$ cat config.mk
export PLATFORM = sky130hd
export DESIGN_NAME = sevenseg_scan_driver
export DESIGN_NICKNAME = d
export VERILOG_FILES = /design/src/rtl/sevenseg_pkg.sv /design/src/rtl/sevenseg_scan_driver_hex.sv /design/src/rtl/sevenseg_scan_driver.sv
export SDC_FILE = /design/constraint.sdc
export NUM_CORES = 1
export LEC_CHECK = 0
export CORE_ASPECT_RATIO = 0.8
export CORE_MARGIN = 4
export CORE_UTILIZATION = 50
export DETAILED_ROUTE_END_ITERATION = 12
export PLACE_DENSITY = 0.74
export SYNTH_ARGS = -nofsm -noshare
export SYNTH_HDL_FRONTEND = slang
export SYNTH_HIERARCHICAL = 1
export SYNTH_SLANG_ARGS = --single-unit
export TNS_END_PERCENT = 1
$ cat constraint.sdc
create_clock -name clk -period 4.9 [get_ports clk]
set_clock_uncertainty 0.2 [all_clocks]
set_input_delay 0.49 -clock clk [delete_from_list [all_inputs] [get_ports clk]]
set_output_delay 0.49 -clock clk [all_outputs]
set_load 0.05 [all_outputs]
$ cat src/rtl/sevenseg_pkg.sv
// sevenseg_pkg: shared constants for the multiplexed seven-segment driver.
// Active-low glyph table {g,f,e,d,c,b,a} and a parameter-width helper.
package sevenseg_pkg;

   localparam logic [6:0] SEG_BLANK = 7'b111_1111;

   localparam logic [6:0] GLYPH_TABLE [16] = '{
      7'h40, 7'h79, 7'h24, 7'h30,
      7'h19, 7'h12, 7'h02, 7'h78,
      7'h00, 7'h10, 7'h08, 7'h03,
      7'h46, 7'h21, 7'h06, 7'h0E
   };

   // Bits needed to count 0..v-1, never less than one.
   function automatic int clog2_min1(input int v);
      int r;
      r = 1;
      for (int i = 1; i < 31; i++) begin
         if ((1 << i) < v) begin
            r = i + 1;
         end
      end
      return r;
   endfunction

endpackage

$ cat src/rtl/sevenseg_scan_driver_hex.sv
// hex_to_seg7: combinational nibble to active-low seven-segment glyph.
// Lookup into the shared glyph table.
module hex_to_seg7
   import sevenseg_pkg::*;
(
   input  logic [3:0] nib,
   output logic [6:0] seg
);

   // Table lookup, one glyph per hex value.
   always_comb begin
      seg = GLYPH_TABLE[nib];
   end

endmodule

$ cat src/rtl/sevenseg_scan_driver.sv
// sevenseg_scan_driver: time-multiplexed hex display with tear-free loads.
// Optional per-digit blink is compiled in with SEVENSEG_BLINK_EN.
module sevenseg_scan_driver
   import sevenseg_pkg::*;
#(
   parameter int NUM_DIGITS   = 8,
   parameter int SCAN_DIV     = 50000,
   parameter int BLINK_FRAMES = 64
)(
   input  logic                    clk,
   input  logic                    rst_n,
   input  logic                    load,
   input  logic [4*NUM_DIGITS-1:0] value,
   input  logic                    lz_en,
   input  logic [NUM_DIGITS-1:0]   blink_mask,
   output logic                    pending,
   output logic [6:0]              seg,
   output logic [NUM_DIGITS-1:0]   an
);

   localparam int VW = 4 * NUM_DIGITS;
   localparam int PW = clog2_min1(SCAN_DIV);
   localparam int IW = clog2_min1(NUM_DIGITS);
   localparam logic [PW-1:0] PS_LAST  = PW'(SCAN_DIV - 1);
   localparam logic [IW-1:0] IDX_LAST = IW'(NUM_DIGITS - 1);

   logic [VW-1:0]         shadow_q, shadow_d;
   logic [VW-1:0]         disp_q, disp_d;
   logic [PW-1:0]         presc_q, presc_d;
   logic [IW-1:0]         idx_q, idx_d;
   logic                  pending_q, pending_d;
   logic [6:0]            seg_q, seg_d;
   logic [NUM_DIGITS-1:0] an_q, an_d;

   logic                  presc_wrap;
   logic                  frame_end;
   logic [NUM_DIGITS-1:0] upper_nz;
   logic [NUM_DIGITS-1:0] lz_blank;
   logic [NUM_DIGITS-1:0] blink_hide;
   logic [NUM_DIGITS-1:0] digit_blank;
   logic [3:0]            cur_nib;
   logic                  cur_blank;
   logic [6:0]            cur_glyph;

   assign presc_wrap = (presc_q == PS_LAST);
   assign frame_end  = presc_wrap && (idx_q == IDX_LAST);

   // Digit 0 counts as significant so it is never blanked; each
   // higher digit is significant if it or anything above it is nonzero.
   for (genvar k = 0; k < NUM_DIGITS; k++) begin : g_lz
      if (k == 0) begin : g_low
         assign upper_nz[k] = 1'b1;
      end else if (k == NUM_DIGITS - 1) begin : g_top
         assign upper_nz[k] = |disp_q[4*k +: 4];
      end else begin : g_mid
         assign upper_nz[k] = upper_nz[k+1] | (|disp_q[4*k +: 4]);
      end
      assign lz_blank[k] = lz_en & ~upper_nz[k];
   end

`ifdef SEVENSEG_BLINK_EN
   localparam int FW = clog2_min1(BLINK_FRAMES);
   localparam logic [FW-1:0] FRAME_LAST = FW'(BLINK_FRAMES - 1);

   logic [FW-1:0] frame_cnt_q, frame_cnt_d;
   logic          hidden_q, hidden_d;

   // Count completed frames; flip blink phase every BLINK_FRAMES of them.
   always_comb begin
      frame_cnt_d = frame_cnt_q;
      hidden_d    = hidden_q;
      if (frame_end) begin
         if (frame_cnt_q == FRAME_LAST) begin
            frame_cnt_d = '0;
            hidden_d    = ~hidden_q;
         end else begin
            frame_cnt_d = frame_cnt_q + FW'(1);
         end
      end
   end

   // Blink phase registers, visible phase out of reset.
   always_ff @(posedge clk or negedge rst_n) begin
      if (!rst_n) begin
         frame_cnt_q <= '0;
         hidden_q    <= 1'b0;
      end else begin
         frame_cnt_q <= frame_cnt_d;
         hidden_q    <= hidden_d;
      end
   end

   assign blink_hide = blink_mask & {NUM_DIGITS{hidden_q}};
`else
   logic [NUM_DIGITS-1:0] unused_blink_mask;
   localparam int unused_blink_frames = BLINK_FRAMES;

   assign unused_blink_mask = blink_mask;
   assign blink_hide        = '0;
`endif

   assign digit_blank = lz_blank | blink_hide;

   // Pick the nibble and blank flag of the digit currently scanned.
   always_comb begin
      cur_nib   = '0;
      cur_blank = 1'b0;
      for (int k = 0; k < NUM_DIGITS; k++) begin
         if (idx_q == IW'(k)) begin
            cur_nib   = disp_q[4*k +: 4];
            cur_blank = digit_blank[k];
         end
      end
   end

   hex_to_seg7 u_glyph (
      .nib (cur_nib),
      .seg (cur_glyph)
   );

   // Scan counters, shadow/commit handshake and next output pattern.
   always_comb begin
      presc_d   = presc_q + PW'(1);
      idx_d     = idx_q;
      shadow_d  = shadow_q;
      disp_d    = disp_q;
      pending_d = pending_q;
      if (presc_wrap) begin
         presc_d = '0;
         idx_d   = (idx_q == IDX_LAST) ? '0 : idx_q + IW'(1);
      end
      // Commit only at frame end so a frame never mixes two values.
      if (frame_end && pending_q) begin
         disp_d    = shadow_q;
         pending_d = 1'b0;
      end
      if (load) begin
         shadow_d  = value;
         pending_d = 1'b1;
      end
      seg_d = cur_blank ? SEG_BLANK : cur_glyph;
      an_d  = ~(NUM_DIGITS'(1) << idx_q);
   end

   // State and registered outputs; everything dark out of reset.
   always_ff @(posedge clk or negedge rst_n) begin
      if (!rst_n) begin
         shadow_q  <= '0;
         disp_q    <= '0;
         presc_q   <= '0;
         idx_q     <= '0;
         pending_q <= 1'b0;
         seg_q     <= SEG_BLANK;
         an_q      <= '1;
      end else begin
         shadow_q  <= shadow_d;
         disp_q    <= disp_d;
         presc_q   <= presc_d;
         idx_q     <= idx_d;
         pending_q <= pending_d;
         seg_q     <= seg_d;
         an_q      <= an_d;
      end
   end

   assign pending = pending_q;
   assign seg     = seg_q;
   assign an      = an_q;

endmodule

# Yosys cells after proc, flatten, opt, wreduce, memory -nomap -nowiden
# Memories as Yosys holds them, arrays and structs flattened.
# Cells that the tools add are included.
dict set report totals {
  in_bits 44
  rom_bits 112
  mem_count 1
  wordCells 75
  regBits 99
}
# name words word_bits rd rd_clocked_by_memory_dff wr line_no
set mem_list {}
lappend mem_list {{(name not given)} 16 7 1 0 0 sevenseg_scan_driver_hex.sv:12} ;# seg = GLYPH_TABLE[nib];
dict set report classes {
  n_eq_ne 8
  n_shift 1
  addsub 2
  magnitude_cmp 1
  mux 22
  reduce_logical 11
  n_bitwise 22
}
# operator n
set op_table {}
lappend op_table {{2-to-1 mux 4 bit} 8}
lappend op_table {{OR reduction 4 bit} 7}
lappend op_table {{2-to-1 mux 7 bit} 3}
lappend op_table {{adder 16 x 1 -> 16 bit, second input constant} 1}
lappend op_table {{equality test 16 bit, second input constant} 1}
lappend op_table {{2-to-1 mux 16 bit} 1}
lappend op_table {{equality test 3 bit, second input constant} 4}
lappend op_table {{2-to-1 mux 1 bit} 9}
lappend op_table {{inverter 8 bit} 1}
lappend op_table {{<< shifter 1 x 3 -> 8 bit, first input constant} 1}
lappend op_table {{bitwise AND 1 bit} 7}
lappend op_table {{inverter 1 bit} 7}
lappend op_table {{equality test 3 x 2 -> 1 bit, second input constant} 2}
lappend op_table {{OR 1 bit} 6}
lappend op_table {{greater-or-equal comparator 5 bit, second input constant} 1}
lappend op_table {{inverter 4 -> 5 bit} 1}
lappend op_table {{adder 3 x 1 -> 3 bit, second input constant} 1}
lappend op_table {{equality test 3 x 1 -> 1 bit, second input constant} 1}
lappend op_table {{logical NOT 3 bit} 1}
lappend op_table {{2-to-1 mux 3 bit} 1}
lappend op_table {{logical AND 1 bit} 2}
lappend op_table {{nonzero test 2 bit} 1}

# Depth between registers and ports, before layout
# Gate-level depths: netlist of run 1.
dict set report logic_depth {
  depth_word 17
  mapped_depth 15
  depth_no_buf 14
}

# Cells and area by module
# Netlist of run 1, hierarchy kept.
# mod seq_area_each_um2 area_per_inst_um2 instances cells_per_inst
set by_module_without_submodules {}
lappend by_module_without_submodules {sevenseg_scan_driver 2496.1 4436.8 1 329}
lappend by_module_without_submodules {hex_to_seg7 0.0 275.3 1 32}

# Worst setup path before layout of run 1
# OpenSTA, ideal clock, no wires.
dict set report synth_path {
  path_type {register to register}
  from {register idx_q[2]}
  to {register seg_q[3], in the netlist seg[3]}
  path_buffers 2
  synth_period_minus_slack_ns 3.389
  setup_slack_ns 1.511
  arrival_ns 3.104
  path_stages_with_launch 13
  required_time_ns 4.615
  path_cell_list {dfrtp_1 -> buf_2 -> clkinv_1 -> ha_1 -> clkbuf_1 -> a2111oi_0 -> o221ai_1 -> a31oi_1 -> inv_1 -> ha_1 -> inv_1 -> mux4_1 -> nand2b_1}
}
dict set report synth_via {
  elab_chain_cells 14
}
# item line_no
set synth_rtl {}
lappend synth_rtl {{start, declared} sevenseg_scan_driver.sv:30} ;# logic [IW-1:0] idx_q, idx_d;
lappend synth_rtl {{start signal, assigned} sevenseg_scan_driver.sv:159} ;# idx_q <= idx_d;
lappend synth_rtl {{logical NOT 3 bit} sevenseg_scan_driver.sv:109} ;# if (idx_q == IW'(k)) begin
lappend synth_rtl {{2-to-1 mux 4 bit (7 in a row)} sevenseg_scan_driver.sv:109}
lappend synth_rtl {{2-to-1 mux 4 bit (*)} sevenseg_scan_driver.sv:109}
lappend synth_rtl {{via cur_nib[0]} sevenseg_scan_driver.sv:41} ;# logic [3:0] cur_nib;
lappend synth_rtl {{inverter 4 -> 5 bit (not written as such) (*)} sevenseg_scan_driver_hex.sv:12}
lappend synth_rtl {{memory (16 x 7 bit) (*)} --}
lappend synth_rtl {{2-to-1 mux 7 bit (not written as such) (*) (2 in a row)} sevenseg_scan_driver_hex.sv:12}
lappend synth_rtl {{via cur_glyph[3]} sevenseg_scan_driver.sv:43} ;# logic [6:0] cur_glyph;
lappend synth_rtl {{2-to-1 mux 7 bit (*)} sevenseg_scan_driver.sv:141} ;# seg_d = cur_blank ? SEG_BLANK : cur_glyph;
lappend synth_rtl {{via seg_d[3]} sevenseg_scan_driver.sv:32} ;# logic [6:0] seg_q, seg_d;
lappend synth_rtl {{end signal, assigned} sevenseg_scan_driver.sv:161} ;# seg_q <= seg_d;
lappend synth_rtl {{end, declared} sevenseg_scan_driver.sv:32}
# Mark *: on every way through the listed nets, which the timed path passes. The rest lies on a longest branch. The select of a mux whose other input is x is not followed.
# A chain may end at the register's enable or synchronous reset.

# Worst setup path in the final report of run 1
# Ends and elaborated chain as after synthesis.

==> results of run 1 <==
[report_power, final]
part	internal, mW	switching, mW	total [mW]	leakage, nW
Combinational	0.0500	0.0297	0.0797	1.03
Sequential	0.844	0.0144	0.859	1.24
Clock	0.413	0.303	0.716	0.150
[final cells by class]
cell class / count / area (µm²)
Fill cell: 713 / 3561
Timing Repair Buffer: 56 / 548.0
Inverter: 12 / 45.04
Multi-Input combinational cell: 233 / 2017
Sequential cell: 99 / 2496
Clock inverter: 5 / 61.31
Tap cell: 115 / 143.9
Clock buffer: 11 / 242.7
[worst paths after layout]
check / start / slack, ps / endpoint
worst max-delay path: idx_q[2]$_DFFE_PN0N_ / 850 / seg[3]$_DFF_PN1_
worst min-delay path: presc_q[0]$_DFF_PN0_ / 280 / presc_q[0]$_DFF_PN0_
worst max register to register: idx_q[2]$_DFFE_PN0N_ / 850 / seg[3]$_DFF_PN1_
worst min register to register: presc_q[0]$_DFF_PN0_ / 280 / presc_q[0]$_DFF_PN0_
max in group asynchronous: rst_n / 2920 / shadow_q[9]$_DFFE_PN0P_
min in group asynchronous: rst_n / 500 / presc_q[11]$_DFF_PN0_
[routing by layer]
| metal | share of wire [%] | vias to the layer above | track usage [%] | wire (µm) |
|---|---|---|---|---|
| li1 | - | 1378 | - | - |
| met1 | 46 | 1421 | 23.11 | 3969 |
| met2 | 47 | 69 | 26.90 | 4037 |
| met3 | 5.5 | 6 | 5.830 | 471 |
| met4 | 0.68 | 0 | 5.540 | 58 |
| met5 | 0 | - | 0 | 0 |
[cells in the mapped netlist, types with 3 or more instances]
master,n,area share [%]
sky130_fd_sc_hd__a21oi_1,10,1.1
sky130_fd_sc_hd__a22o_1,3,0.56
sky130_fd_sc_hd__a31oi_1,3,0.40
sky130_fd_sc_hd__and3_1,4,0.53
sky130_fd_sc_hd__and4_1,3,0.56
sky130_fd_sc_hd__buf_12,4,1.7
sky130_fd_sc_hd__buf_6,3,0.72
sky130_fd_sc_hd__clkbuf_1,8,0.64
sky130_fd_sc_hd__dfrtp_1,84,45
sky130_fd_sc_hd__dfstp_2,15,8.4
sky130_fd_sc_hd__ha_1,14,3.7
sky130_fd_sc_hd__inv_1,11,0.88
sky130_fd_sc_hd__mux2_2,35,8.4
sky130_fd_sc_hd__mux2_4,30,9.6
sky130_fd_sc_hd__mux2i_1,5,1.1
sky130_fd_sc_hd__nand2_1,18,1.4
sky130_fd_sc_hd__nand2b_1,9,1.2
sky130_fd_sc_hd__nand3_1,8,0.85
sky130_fd_sc_hd__nand3b_1,3,0.48
sky130_fd_sc_hd__nand4_1,4,0.53
sky130_fd_sc_hd__nor2_1,23,1.8
sky130_fd_sc_hd__nor2b_1,3,0.40
sky130_fd_sc_hd__nor4_1,6,0.80
sky130_fd_sc_hd__o21ai_0,8,0.85
sky130_fd_sc_hd__o221ai_1,3,0.56
sky130_fd_sc_hd__xnor2_1,6,1.1
sky130_fd_sc_hd__xor2_1,7,1.3
[critical path: cells and delay by family, from the launching register on]
kind                     cells  cell delay (ps)
AO/OA/AOI/OAI                3             1220
adder cells (fa/ha/maj)      2              750
buffers and inverters        3              600
flip-flops                   1              580
multiplexers                 1              460
AND/OR/NAND/NOR              1              150
[cells by family after synthesis]
| kind of cell | synth area share (%) |
|---|---|
| XOR/XNOR | 2.416 |
| multiplexers | 19.54 |
| flip-flops | 52.97 |
| AO/OA/AOI/OAI | 6.347 |
| adder cells (fa/ha/maj) | 3.718 |
| AND/OR/NAND/NOR | 10.78 |
| buffers and inverters | 4.222 |
[cells in the final DEF (no fill, tap or decap), drive strengths merged, types with 7 or more instances in the layout]
| cell | instances |
|---|---|
| clkbuf | 11 |
| nand3 | 8 |
| dfstp | 15 |
| nand2 | 19 |
| xor2 | 7 |
| nand2b | 9 |
| clkdlybuf4s50 | 50 |
| a21oi | 10 |
| inv | 12 |
| mux2 | 65 |
| ha | 14 |
| nor2 | 23 |
| o21ai | 8 |
| dfrtp | 84 |
[flip-flops by register name, indices dropped and copies added, names as in the netlist]
signal,flops
disp_q,32
shadow_q,32
presc_q,16
an,8
seg,7
idx_q,3
pending,1
[per-stage QoR]
step                      area [µm²]  setup slack [ps]  std cells
final                           5554             853.8        531
after global routing            5554             488.8        531
after CTS                       5554             901.3        531
after detailed placement        5240             925.7        514
after global placement          5240              1018        514
after floorplan                 4712              1511        361
[timing repair]
action	4_1_cts	5_1_grt
endpoints found under the hold margin	36	0
endpoints found under the setup margin	0	0
hold buffers	1	0
==> run summary, run 1 <==
The flow ran to the end, and the final reports show no timing, DRC or antenna violations. The critical path in this run is classified as flop to flop. After detailed routing, the average wire length per cell comes to 16.08 µm. The net count of the finished layout came out at 469.

The total wire length came out at 8536 µm. The clock period minus final worst setup slack is 4046 ps. The worst reg-to-reg path cell count is 10. The routability congestion estimate from global placement is 0.8698. The post-DP HPWL came out at 5984 µm.

The standard cell with the maximum stage delay on the critical path is sky130_fd_sc_hd__dfrtp_1. The number of global-route vias before repair came to 3062. The cell sitting at the root of the clock tree is a sky130_fd_sc_hd__clkbuf_16. The critical path endpoint category is a flop. The placement row count came out at 31. For the final routed database, the setup TNS stands at 0 ps. The number of H-tree branching levels is 3. The detailed-route DRC error count came out at 0.

The share of the core filled with cells came out at 60.93%. In this run the standard cell core region covers 9115 µm². The global-route usage over all layers came out at 17.34%. The synthesized netlist cell count is 361. The die footprint came out at 11050 µm².

The depth of the worst hold-timing path is 1. The part of the Yosys area used for sequential elements is 52.97%. A synthesized cell averages 13.05 µm². The max-capacitance violation count came out at 0.

Setup repair after global routing left no endpoint under its margin. For this run, the number of Yosys warnings is 6. The later pin in the worst-skew pair is clocked with a latency of 350 ps. The fraction of final layout cells sized beyond drive strength 1 came out at 25.72%.

The floorplan die height came out at 94.83 µm. Compared with the post-synthesis result, the final layout area differs by 17.87%. The number of instances resized during post-cts repair is 0. The total grt overflow came out at 0. The final hold slack came out at 284.9 ps.

Static timing analysis puts the maximum clock frequency at 247.1 MHz. The worst-case headroom to the max-slew limit came out at 55.53%. The transition at the pin with the smallest max-transition slack came out at 663.9 ps. The number of clock buffers inserted by TritonCTS came out at 9. The detail route stage leaves a number of antenna-violating nets equal to 0.

The net count after synthesis came out at 419. After clock tree synthesis, the clock-pin slew on the worst setup and hold paths is 70 ps. Dividing the detail-routed via count by the number of cells gives 5.412. The endpoint required time on the critical path came out at 4960 ps.

The effective utilization at floorplan is 51.70%. The maximum number of buffers from clock root to sink came out at 2. VDD sags by at most 0.0003289 V. The final count of pins violating max slew is 0.

The final critical-path share of the clock period is 82.58%. The netlist area before placement came out at 4712 µm². TritonCTS built the clock tree. The largest stage delay on the critical path is 580 ps. The first global-routing pass estimated 14900 µm of wire. Overall power consumption after layout is estimated at 1.654 mW. The number of iterations in the first detailed-routing pass came out at 4.

The width of the die came out at 116.5 µm. For this run, the leading register cell type out of synthesis is sky130_fd_sc_hd__dfrtp_1. The path type of the worst min-delay path is flop to flop. The number of buffers inserted by post-CTS setup repair is 0. The worst-path maximum fanout came out at 12. The number of DRC markers after the initial detailed-route iteration came out at 246.

The startpoint type of the worst setup path is a flop. The count of flip-flops with a built-in enable after synthesis came out at 0. The share of async-settable or async-resettable flops after synthesis is 100.0%. The initial antenna violation count came out at 0. The maximum number of pins on one net before global-route repair came out at 53.

For this design the top-level I/O count stands at 60. The arrival time at the worst endpoint is 4100 ps. Setup violations remaining at the end of the flow were counted as 0. The number of distinct library cell variants in the gate-level netlist after synthesis is 51.

The critical path goes through clkinv_1 > ha_1 > a2111oi_0 > o221ai_1 > a31oi_1 > inv_1 > ha_1 > inv_1 > mux4_1 > nand2b_1. The power per standard cell area came out at 297.8 nW/µm². CTS saw 99 sinks.

The hold violation count in the final report is 0. The repair_antennas step left the layout with diodes totalling 0. The total of buffers placed on input and output ports came out at 51. After synthesis the netlist holds a flip-flop and latch count of 99. The via count of the routed design came out at 2874. The static leakage power is 2.423 nW.
Power figures use the tool's default switching activity.
==> run 2, diff against run 1 <==
- PLACE_DENSITY: 0.74 -> 0.77
- clock period: 4.9 -> 3.6 ns (I/O delays scaled with it)
==> run 2 against run 1 <==
Net effect:
- final cell count rose by 1.5%
- first-iteration DRC count fell by 21%
- clock power rose by 29%
- die area did not move
- critical path depth rose by 2
- worst setup slack got worse by 590 ps
- maximum frequency rose by 21%
- register-to-register slack got worse by 590 ps
- worst hold slack improved by 13 ps
- global-route usage fell by 0.59 points
- sequential power rose by 36%
- core utilization rose by 0.78 points
- largest cell class unchanged
- largest power group unchanged
- highest routed layer unchanged
==> run summary, run 2 (synthesized netlist as in run 1, its figures left out) <==
The flow ran to the end, and the final reports show no timing, DRC or antenna violations. CTS built an H-tree with a depth of 3. During I/O placement, the number of pins put on the boundary was 60.

The worst setup path is of the flop to flop kind. Dividing total power by cell area gives a power density of 391.4 nW/µm². Setup violations remaining at the end of the flow were counted as 0.

For this design, the slowest cell found on the critical path is sky130_fd_sc_hd__mux4_1. The number of nets with antenna violations after routing is 0. Across the VDD grid, the largest voltage drop is 0.0003332 V. In the final layout, the registers with the most flip-flops are disp_q (32), shadow_q (32), presc_q (16).

The critical path endpoint category is a flop. The detailed-route DRC error count came out at 0. The antenna diode instance count came out at 0.

For met2 alone, demand over resource in global routing was 27.19%. Compared with the post-synthesis result, the final layout area differs by 19.38%. The hold violation count in the final report was 0. The root buffer cell chosen for the clock tree is sky130_fd_sc_hd__clkbuf_16. The total wire length is 8554 µm.

STA classifies the critical path startpoint as a flop. Clock tree synthesis found a total of 99 sinks. The worst setup timing slack at the placement stage came out at 205.4 ps. The final critical path takes up 92.59% of the cycle.

The tightest min-delay check is of the flop to flop type. The clock passes through at most 2 buffers. The clock period minus final worst setup slack came out at 3333 ps. The final worst setup slack came out at 266.8 ps. The core region is 9115 µm². The layer flagged by global routing as most heavily used is met2. The number of global-route vias before repair came out at 2936.

For this configuration, the core starts out at a cell density of 51.70%. The congestion estimate from routability-driven global placement came to 0.9466. The most numerous cell on the critical path is sky130_fd_sc_hd__inv_1. The first-pass GRT wire length is 14240 µm. Entering global routing, the biggest net connects 100 pins. The number of clock buffers inserted by TritonCTS is 9. Leaving out fill and tap cells, the most frequent cells in the layout are 84 x sky130_fd_sc_hd__dfrtp_1, 50 x sky130_fd_sc_hd__clkdlybuf4s50_1, 35 x sky130_fd_sc_hd__mux2_2. Across the run, the number of max-cap violations was 0. The final count of pins violating max slew came out at 0. The floorplan die height is 94.83 µm. The kind of cell with the highest combined delay on the critical path is adder cells.

The fraction of final layout cells sized beyond drive strength 1 came out at 27.83%. The arrival time at the worst endpoint came out at 3390 ps. The endpoint required time on the critical path came out at 3660 ps. The met3 routing resource usage after global routing came out at 5.381%. The post-route non-filler standard cell count came out at 539. The signal on the critical path passes through ha_1 > ha_2 > inv_1 > or3_1 > a32oi_1 > o221ai_1 > a2bb2oi_1 > inv_1 > ha_1 > inv_1 > mux4_1 > nand2b_1. In this run the static leakage power is 2.461 nW. The count of filler cells inserted in the layout is 738. The library cell used most frequently in the layout, excluding fill and tap cells, is sky130_fd_sc_hd__dfrtp_1. The largest stage delay on the critical path is 460 ps. Of all nets on the critical path, the largest fanout is 11.

Measured against its own limit, the worst slew margin works out to 58.80%. TritonCTS built the clock tree. Setup repair after global routing left no endpoint under its margin.

For this run, the share of the core covered by cells in the final layout is 61.72%. The transition at the pin with the smallest max-transition slack came out at 618.0 ps. The global-route usage over all layers is 16.76%. The net count of the finished layout came out at 477. The total of buffers placed on input and output ports is 51. The number of DRC markers after the initial detailed-route iteration came out at 194. The vias per cell came out at 5.430. For this run the aggregate overflow at the end of global routing stands at 0. The clock slew at the register clock pins of the worst setup and hold paths came out at 60 ps. The combined buffer and inverter count along the critical path came out at 3. The via count of the routed design is 2927.

The highest clock frequency the design can meet is 300.0 MHz. At the later pin of the worst-skew pair, clock insertion delay measures 350 ps. The first TritonRoute pass finished after 4 iterations. The floorplan step set the die width to 116.5 µm. The number of placed instances, taps included came out at 522. The post-DP HPWL is 6077 µm. Global routing used 21.63% of the available met1 tracks. The placement row count came out at 31. The initial antenna violation count is 0. The die covers 11050 µm². The sum of negative setup slack is 0 ps. The routed wirelength normalized by instance count is 15.87 µm.
run 2: cell types whose count changed in the layout (fill, tap and decap cells not counted), sizes merged:
cell and change:
clkinvlp +1, clkinv -2, buf +8, bufinv -1
clkbuf +2
run 2: layer usage:
metal	share of wire [%]	routed length, µm
met1	45	3855
met5	0	0
met3	6.6	561
met4	1.1	98
met2	47	4038
run 2: repair_timing:
item,in CTS,in global routing
setup buffers,0,0
hold buffers,1,0
endpoints found under the setup margin,0,4
gates resized for setup,0,4
hold endpoints to repair,84,0
run 2: power breakdown:
part           total (mW)  internal (mW)  leakage, nW  switching, mW
combinational       0.111         0.0697         1.08         0.0412
sequential           1.17           1.15         1.24         0.0199
clock               0.922          0.526        0.142          0.395
run 2: through the flow:
stage          total power, mW  hold WS (ps)  cell area, µm²
2_1_floorplan            1.228        -135.6            4712
3_3_place_gp             1.298         247.0            5313
3_5_place_dp             1.304         251.8            5313
4_1_cts                  2.220         304.5            5614
5_1_grt                  2.290         320.3            5625
6_report                 2.202         297.9            5625
run 2: cell type report:
| cell class | count | area, µm² | share of cell area [%] |
|---|---|---|---|
| clock buffer | 13 | 270.3 | 4.804 |
| clock inverter | 3 | 21.27 | 0.3781 |
| inverter | 12 | 45.04 | 0.8007 |
| multi-input combinational | 233 | 2028 | 36.05 |
| sequential | 99 | 2496 | 44.37 |
| tap | 115 | 143.9 | 2.558 |
| timing repair buffer | 64 | 620.6 | 11.03 |
run 2: worst paths after layout:
kind	from	endpoint	slack, ps	depth (start not counted)
setup / recovery	idx_q[0]$_DFFE_PN0N_	seg[3]$_DFF_PN1_	270	12
hold / removal	presc_q[0]$_DFF_PN0_	presc_q[0]$_DFF_PN0_	300	1
setup reg to reg	idx_q[0]$_DFFE_PN0N_	seg[3]$_DFF_PN1_	270	12
hold reg to reg	presc_q[0]$_DFF_PN0_	presc_q[0]$_DFF_PN0_	300	1
max in group asynchronous	rst_n	an[5]$_DFF_PN1_	2380	3
min in group asynchronous	rst_n	presc_q[9]$_DFF_PN0_	390	3
==> run 3, diff against run 2 <==
- CELL_PAD_IN_SITES_DETAIL_PLACEMENT: unset -> 1
- CELL_PAD_IN_SITES_GLOBAL_PLACEMENT: unset -> 2
- CORE_UTILIZATION: 50 -> 34
- PLACE_DENSITY: 0.77 -> 0.76
- SKIP_LAST_GASP: unset -> 1
- SYNTH_HIERARCHICAL: 1 -> unset
==> run 3 against run 2 <==
Net effect:
- sequential cell count unchanged
- worst setup slack better by 180 ps
- die area is 40% higher
- core utilization shrank 19 points
- worst hold slack got worse by 9.2 ps
- via count decreased by 1.3%
- sequential power barely moved
- largest power group unchanged
==> run summary, run 3 <==
The detailed-route DRC error count is 0. The clock net in this run drives a total of 99 sinks. The commonest cells after synthesis are 84 x sky130_fd_sc_hd__dfrtp_1, 34 x sky130_fd_sc_hd__mux2_2, 30 x sky130_fd_sc_hd__mux2_4, 20 x sky130_fd_sc_hd__nand2_1, 18 x sky130_fd_sc_hd__nor2_1.

The maximum number of buffers from clock root to sink is 2. The number of warnings issued by yosys came out at 0. Fill cells in the final layout number 1385.

The number of H-tree branching levels is 3. The CTS tree is done. The first global-routing pass estimated 16660 µm of wire. The first detailed-routing pass took 4 iterations. In the final design database the tool counted 463 nets. The mean instance size in the synthesized netlist is 13.09 µm². The number of placed instances, taps included came out at 570.

The fraction of final layout cells sized beyond drive strength 1 came out at 27.67%. Entering global routing, the biggest net connects 56 pins. In the post-synthesis netlist, the cell with the most instances is sky130_fd_sc_hd__dfrtp_1. The total I/O pin count is 60. The sum of internal, switching and leakage power came out at 2.257 mW. The placeable core region is 13060 µm². The number of DRC markers after the initial detailed-route iteration is 124.

The routability congestion estimate from global placement is 0.8044. The path type of the worst min-delay path is flop to flop. The vias per cell is 4.922. The latest clock arrival within the worst-skew pair is 340 ps. The final count of pins violating max slew came out at 0. The endpoint required time on the critical path came out at 3650 ps. The library cell used most frequently in the layout, excluding fill and tap cells, is sky130_fd_sc_hd__dfrtp_1. The static leakage power came out at 2.509 nW. The multi-input logic area is 1954 µm².

The total wire length is 9881 µm. Global routing finished with a remaining overflow of 0. The count of state elements after synthesis is 99. The number of endpoints failing setup at the final stage is 0. The width of the die is 138.2 µm. Across all setup checks in the final design, the least slack found is 443.3 ps. For the pin with the worst max-slew slack, the measured transition is 610.0 ps.

0 antenna diodes ended up in the layout. The highest clock frequency the design can meet came out at 316.8 MHz. Leaving out fill and tap cells, the most frequent cells in the layout are 84 x sky130_fd_sc_hd__dfrtp_1, 50 x sky130_fd_sc_hd__clkdlybuf4s50_1, 34 x sky130_fd_sc_hd__mux2_2. The post-route non-filler standard cell count is 587. The placement row count came out at 37. Counting flops with a built-in enable in the synthesized netlist gives 0. Data arrives at the worst endpoint at 3210 ps. The critical path endpoint category is a flop. The relative area change from synthesis to final layout came out at 22.13%. The worst-case headroom to the max-slew limit is 59.34%. The hold violation count in the final report is 0.

The maximum VDD drop came out at 0.0002813 V. The worst-path maximum fanout is 8. Setup repair after global routing left no endpoint under its margin. In the final layout, the registers with the most flip-flops are disp_q (32), shadow_q (32), presc_q (16). In this run the clock root is driven by a sky130_fd_sc_hd__clkbuf_16. After clock tree synthesis, the clock-pin slew on the worst setup and hold paths is 60 ps. At the placement stage, the worst setup path has a slack of 461.6 ps. In the synthesized netlist, the number of instances is 352. The number of clock buffers inserted by TritonCTS came out at 9. Counting every net in the synthesized netlist gives 408. In the post-synthesis netlist, the biggest area contributors are sky130_fd_sc_hd__dfrtp_1 46%, sky130_fd_sc_hd__mux2_4 9.8%, sky130_fd_sc_hd__dfstp_2 8.6%. The netlist area before placement is 4608 µm². The register area came out at 2496 µm². The final critical-path share of the clock period came out at 87.69%.

In this run the remaining antenna-violating nets after routing total 0. The number of global-route vias before repair is 3133. In this run the biggest area consumer among cell types represents 45.61% of the synthesized area. Detailed routing inserted a total of 2889 vias. The total of buffers placed on input and output ports came out at 51. The power per standard cell area came out at 401.0 nW/µm². The critical path in this run is classified as flop to flop. The synthesized netlist contains 53 unique library cells.

The part of the Yosys area used for sequential elements is 54.17%. The floorplan die height came out at 112.1 µm. For this run, the total global-route usage over all layers was measured as 13.36%. For this run, the leading register cell type out of synthesis is sky130_fd_sc_hd__dfrtp_1. The effective utilization at floorplan came out at 35.30%. The post-DP HPWL is 7156 µm.

The initial antenna violation count came to 0. Summed over all failing endpoints, the final setup total negative slack is 0 ps. The share of async-settable or async-resettable flops after synthesis came out at 100.0%.

The max-capacitance violation count is 0. The largest total area in the synthesized netlist belongs to sky130_fd_sc_hd__dfrtp_1. The die footprint came out at 15490 µm². The routed wirelength normalized by instance count came out at 16.83 µm. STA classifies the critical path startpoint as a flop.

The flow ran to the end, and the final reports show no timing, DRC or antenna violations. The clock period minus final worst setup slack came out at 3157 ps.
## run 3: changes by cell type in the layout (fill, tap and decap cells not counted), sizes merged, moves of 4 or more
cell	previous run	this run
nor2	23	18
a221oi	0	5
o211ai	0	5
xnor2	6	10
nand2b	9	0
nand3	8	12
## run 3: what timing repair did
action | CTS | global route
hold endpoints to repair | 34 | 0
setup buffers | 0 | 0
hold buffers | 1 | 0
setup endpoints to repair | 0 | 1
resized for setup | 0 | 1
## run 3: power breakdown
group	switching, mW	leakage, nW	total, mW	internal [mW]
clock network	0.400	0.147	0.976	0.577
registers	0.0205	1.24	1.17	1.15
logic	0.0418	1.12	0.111	0.0690
## run 3: critical path: stages (launching register included)
cell and delay [ps]:
sky130_fd_sc_hd__dfrtp_1 380, sky130_fd_sc_hd__inv_1 80, sky130_fd_sc_hd__ha_1 300, sky130_fd_sc_hd__nor2b_1 370, sky130_fd_sc_hd__a221oi_1 150, sky130_fd_sc_hd__nor2_1 190, sky130_fd_sc_hd__nor4_2 80, sky130_fd_sc_hd__nor2_1 390
sky130_fd_sc_hd__inv_1 120, sky130_fd_sc_hd__ha_1 250, sky130_fd_sc_hd__or3_1 380, sky130_fd_sc_hd__o221ai_1 80, sky130_fd_sc_hd__nand2_1 90
## run 3: through the flow
step	hold WS [ps]	cell area [µm²]	util, %
floorplan	-135.6	4608	-
global placement	203.2	5313	40.69
detailed placement	211.1	5313	40.69
CTS	294.5	5622	43.06
global route	314.2	5628	43.11
finish	288.7	5628	43.11
## run 3: kinds of logic after synthesis
logic type / Yosys count / synth area share [%]
buffers and inverters: 30 / 3.557
AND/OR/NAND/NOR: 80 / 9.476
multiplexers: 67 / 18.73
XOR/XNOR: 15 / 2.851
flip-flops: 99 / 54.17
AO/OA/AOI/OAI: 49 / 7.955
adder cells (fa/ha/maj): 12 / 3.258
## run 3: path summary, 6_finish.rpt
check	from	end	slack, ps	depth (start not counted)
setup / recovery	idx_q[1]$_DFFE_PN0N_	seg[0]$_DFF_PN1_	440	12
hold / removal	presc_q[0]$_DFF_PN0_	presc_q[0]$_DFF_PN0_	290	1
setup reg to reg	idx_q[1]$_DFFE_PN0N_	seg[0]$_DFF_PN1_	440	12
hold reg to reg	presc_q[0]$_DFF_PN0_	presc_q[0]$_DFF_PN0_	290	1
max in group asynchronous	rst_n	an[1]$_DFF_PN1_	2080	3
min in group asynchronous	rst_n	presc_q[7]$_DFF_PN0_	380	2
## run 3: per-layer routing
layer  global-route usage [%]  up-vias  routed length [µm]
met1                    18.40     1466                4681
li1                         -     1364                   -
met3                    3.790       12                 420
met4                    3.160        0                 105
met5                        0        -                   0
met2                    21.03       47                4674
## run 3: area by class of cell
type / count / area share (%)
Multi-Input combinational cell: 223 / 34.73
Clock inverter: 2 / 0.6225
Timing Repair Buffer: 61 / 10.85
Tap cell: 175 / 3.891
Sequential cell: 99 / 44.35
Clock buffer: 14 / 4.691
Inverter: 13 / 0.8671
